### config.mk
export PLATFORM = sky130hd
export DESIGN_NAME = hazard_sched
export DESIGN_NICKNAME = d
export VERILOG_FILES = /design/src/rtl/hazard_sched.sv
export SDC_FILE = /design/constraint.sdc
export NUM_CORES = 1
export LEC_CHECK = 0
export ABC_AREA = 1
export ABC_CLOCK_PERIOD_IN_PS = 1150
export BUFFER_PORTS_ARGS = -buffer_cell sky130_fd_sc_hd__buf_2
export CAP_MARGIN = 20
export CORE_MARGIN = 5
export CORE_UTILIZATION = 39
export CTS_BUF_LIST = sky130_fd_sc_hd__clkbuf_4 sky130_fd_sc_hd__clkbuf_8 sky130_fd_sc_hd__clkbuf_16
export DETAILED_ROUTE_END_ITERATION = 8
export GPL_TIMING_DRIVEN = 1
export PLACE_DENSITY_LB_ADDON = 0.25
export SYNTH_ARGS = -nofsm -noshare
export SYNTH_HDL_FRONTEND = slang
export SYNTH_SLANG_ARGS = --single-unit
### constraint.sdc
create_clock -name clk -period 1.15 [get_ports clk]
set_input_delay 0.1725 -clock clk [delete_from_list [all_inputs] [get_ports clk]]
set_output_delay 0.1725 -clock clk [all_outputs]
set_load 0.005 [all_outputs]
### src/rtl/hazard_sched.sv
// Hazard and sequencing controller for the five-stage RV32IM pipeline: forwarding, load-use, redirect and multi-cycle divide.
// Optional stall/flush performance counters are enabled with `define HAZARD_PERF_CNT_EN.

module hazard_fwd (
  input  logic [4:0] rs,
  input  logic [4:0] rdM,
  input  logic       RegWriteM,
  input  logic [4:0] rdW,
  input  logic       RegWriteW,
  output logic [1:0] fwd
);
  always_comb begin
    fwd = 2'b00;
    if (RegWriteM && rdM != 5'd0 && rdM == rs)      fwd = 2'b10;
    else if (RegWriteW && rdW != 5'd0 && rdW == rs) fwd = 2'b01;
  end
endmodule

module hazard_sched #(
  parameter int DIV_LAT = 4,
  parameter int CNT_W   = 4
) (
  input  logic       clk,
  input  logic       reset,
  input  logic [4:0] rs1D,
  input  logic [4:0] rs2D,
  input  logic [4:0] rs1E,
  input  logic [4:0] rs2E,
  input  logic [4:0] rdE,
  input  logic       MemtoRegE,
  input  logic       DivOpE,
  input  logic       PCSrcE,
  input  logic [4:0] rdM,
  input  logic       RegWriteM,
  input  logic [4:0] rdW,
  input  logic       RegWriteW,
  output logic       StallF,
  output logic       StallD,
  output logic       StallE,
  output logic       FlushD,
  output logic       FlushE,
  output logic [1:0] ForwardAE,
  output logic [1:0] ForwardBE,
  output logic       div_busy,
  output logic       div_done
`ifdef HAZARD_PERF_CNT_EN
  ,
  output logic [31:0] lw_stall_cnt,
  output logic [31:0] div_stall_cnt,
  output logic [31:0] flush_cnt
`endif
);
  localparam int NUM_OPS = 2;

  typedef enum logic [1:0] {IDLE, BUSY, DONE} state_t;

  state_t state, state_n;
  logic [CNT_W-1:0] cnt, cnt_n;
  logic lw_stall, div_stall, flush_d;

  logic [NUM_OPS-1:0][4:0] rs_e;
  logic [NUM_OPS-1:0][1:0] fwd;

  assign rs_e = {rs2E, rs1E};

  for (genvar i = 0; i < NUM_OPS; i++) begin : g_fwd
    hazard_fwd u_fwd (
      .rs        (rs_e[i]),
      .rdM       (rdM),
      .RegWriteM (RegWriteM),
      .rdW       (rdW),
      .RegWriteW (RegWriteW),
      .fwd       (fwd[i])
    );
  end

  always_ff @(posedge clk or negedge reset) begin
    if (!reset) begin
      state <= IDLE;
      cnt   <= '0;
    end else begin
      state <= state_n;
      cnt   <= cnt_n;
    end
  end

  // The entry cycle is spent in IDLE, so the counter covers only the BUSY cycles.
  always_comb begin
    state_n = state;
    cnt_n   = cnt;
    case (state)
      IDLE: if (DivOpE) begin
        cnt_n   = CNT_W'(DIV_LAT - 2);
        state_n = (DIV_LAT == 2) ? DONE : BUSY;
      end
      BUSY: begin
        cnt_n = cnt - 1'b1;
        if (cnt == CNT_W'(1)) state_n = DONE;
      end
      DONE:    state_n = IDLE;
      default: state_n = IDLE;
    endcase
  end

  assign lw_stall  = MemtoRegE && rdE != 5'd0 && (rdE == rs1D || rdE == rs2D);
  assign div_stall = (state == IDLE && DivOpE) || state == BUSY;
  assign flush_d   = PCSrcE && !div_stall;

  // Combinational outputs are masked so everything reads 0 while reset is held.
  assign StallF    = reset && (lw_stall || div_stall);
  assign StallD    = reset && (lw_stall || div_stall);
  assign StallE    = reset && div_stall;
  assign FlushD    = reset && flush_d;
  assign FlushE    = reset && (lw_stall || PCSrcE) && !div_stall;
  assign ForwardAE = reset ? fwd[0] : 2'b00;
  assign ForwardBE = reset ? fwd[1] : 2'b00;
  assign div_busy  = reset && div_stall;
  assign div_done  = reset && state == DONE;

`ifdef HAZARD_PERF_CNT_EN
  always_ff @(posedge clk or negedge reset) begin
    if (!reset) begin
      lw_stall_cnt  <= '0;
      div_stall_cnt <= '0;
      flush_cnt     <= '0;
    end else begin
      if (lw_stall && lw_stall_cnt != '1)   lw_stall_cnt  <= lw_stall_cnt + 32'd1;
      if (div_stall && div_stall_cnt != '1) div_stall_cnt <= div_stall_cnt + 32'd1;
      if (flush_d && flush_cnt != '1)       flush_cnt     <= flush_cnt + 32'd1;
    end
  end
`endif

endmodule

==> summary by stage, run 1 <==
Die
During I/O placement, the number of pins put on the boundary was 53. The total core area is 2170 sq um. The number of placement rows is 17. The die extent in y is 57.4 um. The floorplan die area is 3290 sq um. Once the floorplan was initialized, standard cells occupied 40.3% of the core.

The floorplan step set the die width to 57.4 um.

Layout
Summing all flip-flop and latch instances after layout gives 150 sq um. The total number of nets in the final design is 254. The post-layout instance area is 1400 sq um. Excluding fillers, the count of instances in the completed layout stands at 236. From synthesis to final layout, the design area changed by 59.5%. The total of fill cells in the finished design is 218. The final design utilization is 64.3%. The area of the multi-input gates is 714 sq um. The antenna diode instance count is 0. Cells with a size suffix above 1 make up 43.8% of the layout.

Power
In this run the static leakage power is 0.807 nW. The maximum vdd drop is 0.000904 V. Dividing total power by cell area gives a power density of 1150 nW/um^2.

STA
Setup violations remaining at the end of the flow were counted as 10. The maximum clock frequency is 0.703 GHz. After layout, the worst path uses 124% of the clock period.

The worst slack on hold paths is 302 ps. The post-layout worst setup margin is -273 ps. The actual slew at the worst max-slew pin is 280 ps. The final max-slew violation count is 0. Setup repair after global routing could not meet its margin everywhere.

The final critical path time including I/O delays and setup is 1420 ps. The final hold violation count is 0. The worst pin sits at a relative slew slack of 81.3%. The worst clock skew is 9.45 ps.

Clock network
Clock tree synthesis inserted a total of 3 buffers. The number of buffers between clock root and the deepest sink is 2. The cell at the root of the clock tree is clkbuf_4. The clock latency on the worst-skew pair is 240 ps.

The maximum level of the CTS H-tree is 1. The CTS tree is yes. Counting every sink on the clock net gives 6. The post-CTS clock slew at the launch and capture registers of the worst setup and hold paths is 50 ps.

Worst setup path
The worst setup path is captured at an output port. The data arrival time of the worst path is 1250 ps. Of all nets on the critical path, the largest fanout is 3.

STA classifies the critical path startpoint as a register. The start-to-end type of the worst setup path is reg2out. The worst path required time is 980 ps.

Route
Summed over all layers, the routed wires come to 2760 um. For this run, design rule violations remaining after detail routing come to 0. The post-route antenna net violation count is 0.

Across all layers, the routed design uses 1113 vias. The pre-antenna-repair detailed-routing pass consisted of 4 iterations. The starting DRC count in detailed routing is 30. The per-cell via count in the routed design is 4.72. After detailed routing, the average wire length per cell comes to 11.7 um.

Global routing
The number of antenna violations at the first check in global routing is 0. The maximum number of pins on one net before global-route repair is 7. The wire length of the first global-routing pass is 4140 um. The overflow left after global routing is 0. The via count of the first global-routing pass is 1055. Global routing used 15.4% of the available tracks across all layers.

Placed design
The routability-driven placement congestion ratio is 0.881. Counting tap cells, the placed design contains a total of 229 instances. The post-detailed-placement half-perimeter wirelength is 2130 um. In this run the cell area measured after placement is 1190 sq um. The number of buffers added on ports is 52.

Synth
The cell count after synthesis came out at 147. The number of register bits inferred by synthesis is 6. The proportion of synthesized chip area in sequential cells is 17.2%. Each instance of the synthesized netlist takes up on average 5.95 sq um. For this run, the number of Yosys warnings is 0. The number of distinct library cells after synthesis is 21. The area of the mapped netlist is 875 sq um. The post-synthesis net count is 191.

Outcome
The run finished, with violations left. The final reports fail on negative setup slack.

Job
Across the run, the number of max-cap violations was 0.

Min path
The class of the tightest hold or removal check is in2reg.
path summary, 6_finish.rpt:
check | cells past startpoint | end | startpoint | slack, ps
max | 8 | StallF | state[0] | -270
min reg2reg | 1 | state[1] | cnt[3] | 480
min | 4 | cnt[0] | DivOpE | 300
max in group asynchronous | 3 | state[0] | reset | 430
min in group asynchronous | 3 | cnt[2] | reset | 490
max reg2reg | 6 | cnt[2] | state[0] | -10
synth_stat cells:
master / count / area [sq um]
a31oi_1: 1 / 6.26
a21oi_1: 3 / 15.0
a22oi_1: 1 / 7.51
nand3_1: 10 / 50.1
nor2_2: 1 / 6.26
nand3_2: 1 / 10.0
nor3_1: 3 / 15.0
mux2i_1: 1 / 10.0
o211ai_1: 1 / 7.51
dfrtp_1: 6 / 150
nand2_1: 37 / 139
buf_4: 2 / 15.0
nor2_1: 15 / 56.3
or2_2: 1 / 6.26
inv_1: 29 / 109
nor4_1: 2 / 12.5
nand2_2: 4 / 25.0
xnor2_1: 19 / 166
o21ai_0: 6 / 30.0
nand4_1: 2 / 12.5
ha_1: 2 / 25.0
per-layer routing:
metal / routed length, um / vias up / GRT usage, %
met3: 216 / 6 / 2.94
met4: 76 / 0 / 3.97
met5: 0 / - / 0
met2: 1440 / 49 / 29.2
li1: - / 576 / -
met1: 1020 / 482 / 17.4
critical path: stages, from the launching register on:
cell and delay (ps):
dfrtp_1 410, nor2_2 110, nand2_2 80, nand2_4 80
inv_2 40, nor2_4 80, inv_1 40, nand2_1 60
buf_2 110
layout make-up:
type,count,area share (%)
tap,28,2.51
sequential,6,10.8
clock buffer,3,1.61
inverter,29,7.80
multi-input combinational,110,51.2
timing repair buffer,60,26.1
cells by family (layout without fill, tap and decap cells):
logic type | Yosys count | in the layout | share of synthesized area (%)
multiplexers | 1 | 1 | 1.14
flip-flops | 6 | 6 | 17.2
buffers and inverters | 31 | 92 | 14.2
adder cells (fa/ha/maj) | 2 | 2 | 2.86
XOR/XNOR | 19 | 19 | 19.0
AO/OA/AOI/OAI | 12 | 12 | 7.58
AND/OR/NAND/NOR | 76 | 76 | 38.1
report_power, final:
group	internal, mW	leakage, nW	switching [mW]
Sequential	0.311	0.0732	0.0799
Clock	0.118	0.0138	0.0776
Combinational	0.482	0.720	0.542
flip-flops by register name, indices dropped and copies added (netlist names):
signal,cells
cnt,4
state,2
timing repair:
item | 4_1_cts | 5_1_grt
buffers inserted | 2 | 1
hold endpoints to repair | 6 | 0
resized for setup | 5 | 31
cloned | 0 | 0
pin swaps | 5 | 19
hold buffers | 1 | 0
setup endpoints to repair | 8 | 13
layout by cell type, fill, tap and decap left out:
cell,n
buf_2,46
nand2_1,37
inv_1,25
xnor2_1,12
nor2_1,10
nand3_1,8
xnor2_2,7
buf_4,7
dfrtp_1,6
nor2_2,5
o21ai_0,5
buf_6,5
inv_2,4
nand3_2,3
a21oi_1,3
clkbuf_4,3
nand2_4,2
nor3_2,2
nand4_1,2
nand2_2,2
ha_1,2
o21ai_1,1
or2_4,1
nor2_4,1
nor4_2,1
nor4_1,1
nor3_1,1
mux2i_1,1
a22oi_2,1
a31oi_1,1
o211ai_1,1
dlygate4sd3_1,1
buf_8,1
through the flow:
step	worst slack [ps]	total power, mW	TNS, ps
3_3_place_gp	-2.22	1.19	-4.17
3_5_place_dp	-61.4	1.23	-157
6_report	-273	1.61	-1550
4_1_cts	-267	1.51	-1410
2_1_floorplan	-69.5	0.932	-69.5
5_1_grt	-333	1.75	-2190
(Power assumes the default switching activity.)
==> inputs of run 2 (changes only) <==
--- a/config.mk
+++ b/config.mk
@@ -15,6 +15,7 @@
 export DETAILED_ROUTE_END_ITERATION = 8
 export GPL_TIMING_DRIVEN = 1
 export PLACE_DENSITY_LB_ADDON = 0.25
+export RECOVER_POWER = 50
 export SYNTH_ARGS = -nofsm -noshare
 export SYNTH_HDL_FRONTEND = slang
 export SYNTH_SLANG_ARGS = --single-unit
==> run 2 against run 1 <==
Against the previous run: die area did not move; flip-flop and latch count did not move; the run still ends with negative setup slack left; count of clock-buffer cells in the layout did not move; setup slack improved by 0.66 ps.
==> summary by stage, run 2 (synthesis gave the netlist of run 1 again) <==
Clock network
The root buffer cell chosen for the clock tree is clkbuf_4. The number of buffers between clock root and the deepest sink is 2 (unchanged). The number of sinks driven by the clock tree was 6 (unchanged).

The post-CTS clock slew at the launch and capture registers of the worst setup and hold paths was 50 ps (about the same). The clock latency on the worst-skew pair is 240 ps (about the same). The maximum level of the CTS H-tree is 1 (unchanged). TritonCTS built the clock tree. The number of buffers inserted during clock tree synthesis is 3 (unchanged).

Die
The x dimension of the die is 57.4 um (unchanged). The total core area is 2170 sq um (unchanged). The floorplan die area is 3290 sq um (unchanged). The effective utilization at floorplan was 40.3% (unchanged). The number of top-level pins is 53 (unchanged). The die extent in y is 57.4 um (unchanged).

The number of placement rows was 17 (unchanged).

Route
The number of search-and-repair iterations in the first detailed-routing pass is 4 (unchanged). The number of remaining DRC errors was 0 (unchanged). The wire length per cell is 11.7 um (about the same). The starting DRC count in detailed routing is 29 (-3.3%). The detailed-route via count is 1112 (-0.090%). The per-cell via count in the routed design is 4.71 (about the same). The detailed-route wire length is 2760 um (about the same). The post-route antenna net violation count was 0 (unchanged).

Power
The power density relative to cell area is 1160 nW/um^2 (+0.18%). The static power due to leakage is 0.803 nW (-0.45%). The total power draw came to 1.61 mW (about the same). The maximum vdd drop is 0.000904 V (about the same).

Placed design
The number of buffers added on ports came to 52 (unchanged). The post-detailed-placement half-perimeter wirelength is 2130 um (unchanged). The routability-driven placement congestion ratio is 0.881 (unchanged). The setup slack at placement is -61.4 ps (unchanged).

Layout
The final design utilization was 64.1% (-0.17 points). Compared with the post-synthesis result, the final layout area differs by 59.1%. In the final layout, the registers with the most flip-flops are cnt x4, state x2. The number of flip-flops under the largest register name is 4 (unchanged). In the layout the commonest cells are 46 x buf_2, 37 x nand2_1, 25 x inv_1. The top register by number of flip-flops is cnt. The share of post-route cells with drive strength above 1 is 43.3% (-0.48 points). The antenna diode instance count is 0 (unchanged).

The total number of nets in the final design came to 254 (unchanged). The library cell used most frequently in the layout, excluding fill and tap cells, is buf_2.

Min path
The launch point of the worst hold path is DivOpE. The worst hold path cell count is 4 (unchanged). The class of the tightest hold or removal check is in2reg.

The destination of the worst hold path is cnt[0].

Worst setup path
The critical path goes through nor2_2 -> nand2_2 -> nand2_4 -> inv_2 -> nor2_4 -> inv_1 -> nand2_1 -> buf_2. The worst setup slack for register-to-register paths is -10 ps (about the same). The cell count of the worst reg-to-reg path is 6 (unchanged). The delay of the slowest cell on the worst path was 410 ps (about the same). The startpoint identified for the worst register-to-register timing path is state[0]. The worst path required time is 980 ps (about the same). The slowest stage of the critical path belongs to the cell dfrtp_1. The capture instance of the worst register-to-register path is cnt[2]. The worst setup path is of the reg2out kind.

The category of the worst setup path capture point is an output port. STA classifies the critical path startpoint as a register. The count of buffering cells on the critical path with inverters included is 3 (unchanged). The kind of cell with the highest combined delay along the critical path is simple AND/OR/NAND/NOR gates. The data arrival time of the worst path was 1250 ps (about the same). The biggest fanout along the worst timing path is 3 (unchanged).

Global routing
The maximum number of pins on one net before global-route repair is 7 (unchanged). The wire length of the first global-routing pass came to 4140 um (unchanged). The global-route total usage across every layer is 15.4% (unchanged). The overflow left after global routing is 0 (unchanged). The via count of the first global-routing pass came to 1055 (unchanged). The number of antenna violations at the first check in global routing is 0 (unchanged).

Job
The number of max-capacitance violations reported is 0 (unchanged).

STA
The worst slew margin relative to its limit is 81.2% (about the same). The count of final setup violators is 10 (unchanged). The share of the cycle needed by the critical path after routing is 124% (about the same). The post-layout worst setup margin came to -273 ps (+0.663 ps).

The final max-slew violation count was 0 (unchanged). The worst slack on hold paths is 300 ps (-1.59 ps). The final critical path time including I/O delays and setup came to 1420 ps (-0.663 ps).

The maximum clock frequency is 0.703 GHz (about the same). The actual slew at the worst max-slew pin is 281 ps (+0.427 ps). The worst clock skew came to 9.41 ps (-0.0393 ps). The final hold violation count is 0 (unchanged). Setup repair after global routing could not meet its margin everywhere.

Outcome
The run finished, with violations left. The checks that failed: negative setup slack.
[run 2: cell counts in the layout (fill, tap and decap cells not counted)]
No cell type changed its count.
[run 2: tightest hold or removal path, stage by stage]
cell,delay [ps]
buf_2,90
nand2_2,70
nand2_4,80
o21ai_0,80
[run 2: metal layers]
layer  track usage, %  up-vias  wire, um
li1                 -      576         -
met1             17.4      481      1030
met2             29.2       49      1440
met3             2.94        6       216
met4             3.97        0        76
met5                0        -         0
[run 2: stage by stage]
| stage | TNS, ps | instances | cell area (sq um) |
|---|---|---|---|
| global route | -2190 | 236 | 1390 |
| global placement | -4.17 | 229 | 1190 |
| finish | -1540 | 236 | 1390 |
| detailed placement | -157 | 229 | 1190 |
| floorplan | -69.5 | 147 | 880 |
| CTS | -1410 | 235 | 1260 |
[run 2: final cells by class]
| type | count | area [sq um] |
|---|---|---|
| clock buffers | 3 | 22.5 |
| fillers | 217 | 778 |
| inverters | 29 | 109 |
| multi-input cells | 110 | 714 |
| flip-flops and latches | 6 | 150 |
| well taps | 28 | 35.0 |
| repair buffers | 60 | 360 |
[run 2: worst max-delay path by stage]
| stage | startpoint | endpoint | slack [ps] | cells after the start |
|---|---|---|---|---|
| after floorplan | state[0] | StallF | -70 | 8 |
| after global placement | state[0] | StallD | -2 | 8 |
| after detailed placement | state[0] | StallF | -60 | 8 |
| after CTS | state[0] | StallF | -270 | 8 |
| after global routing | state[1] | StallF | -330 | 8 |
| final | state[0] | StallF | -270 | 8 |
[run 2: what timing repair did]
| item | 4_1_cts | 5_1_grt |
|---|---|---|
| setup buffers | 2 | 1 |
| endpoints found under the hold margin | 6 | 0 |
| resized for setup | 5 | 31 |
| endpoints found under the setup margin | 8 | 13 |
| pin swaps | 5 | 19 |
| hold buffers | 1 | 0 |
[run 2: where the power goes]
part,total [mW],switching [mW],internal (mW)
Sequential,0.391,0.0802,0.311
Combinational,1.02,0.542,0.480
Clock,0.196,0.0776,0.118
Total,1.61,0.700,0.910
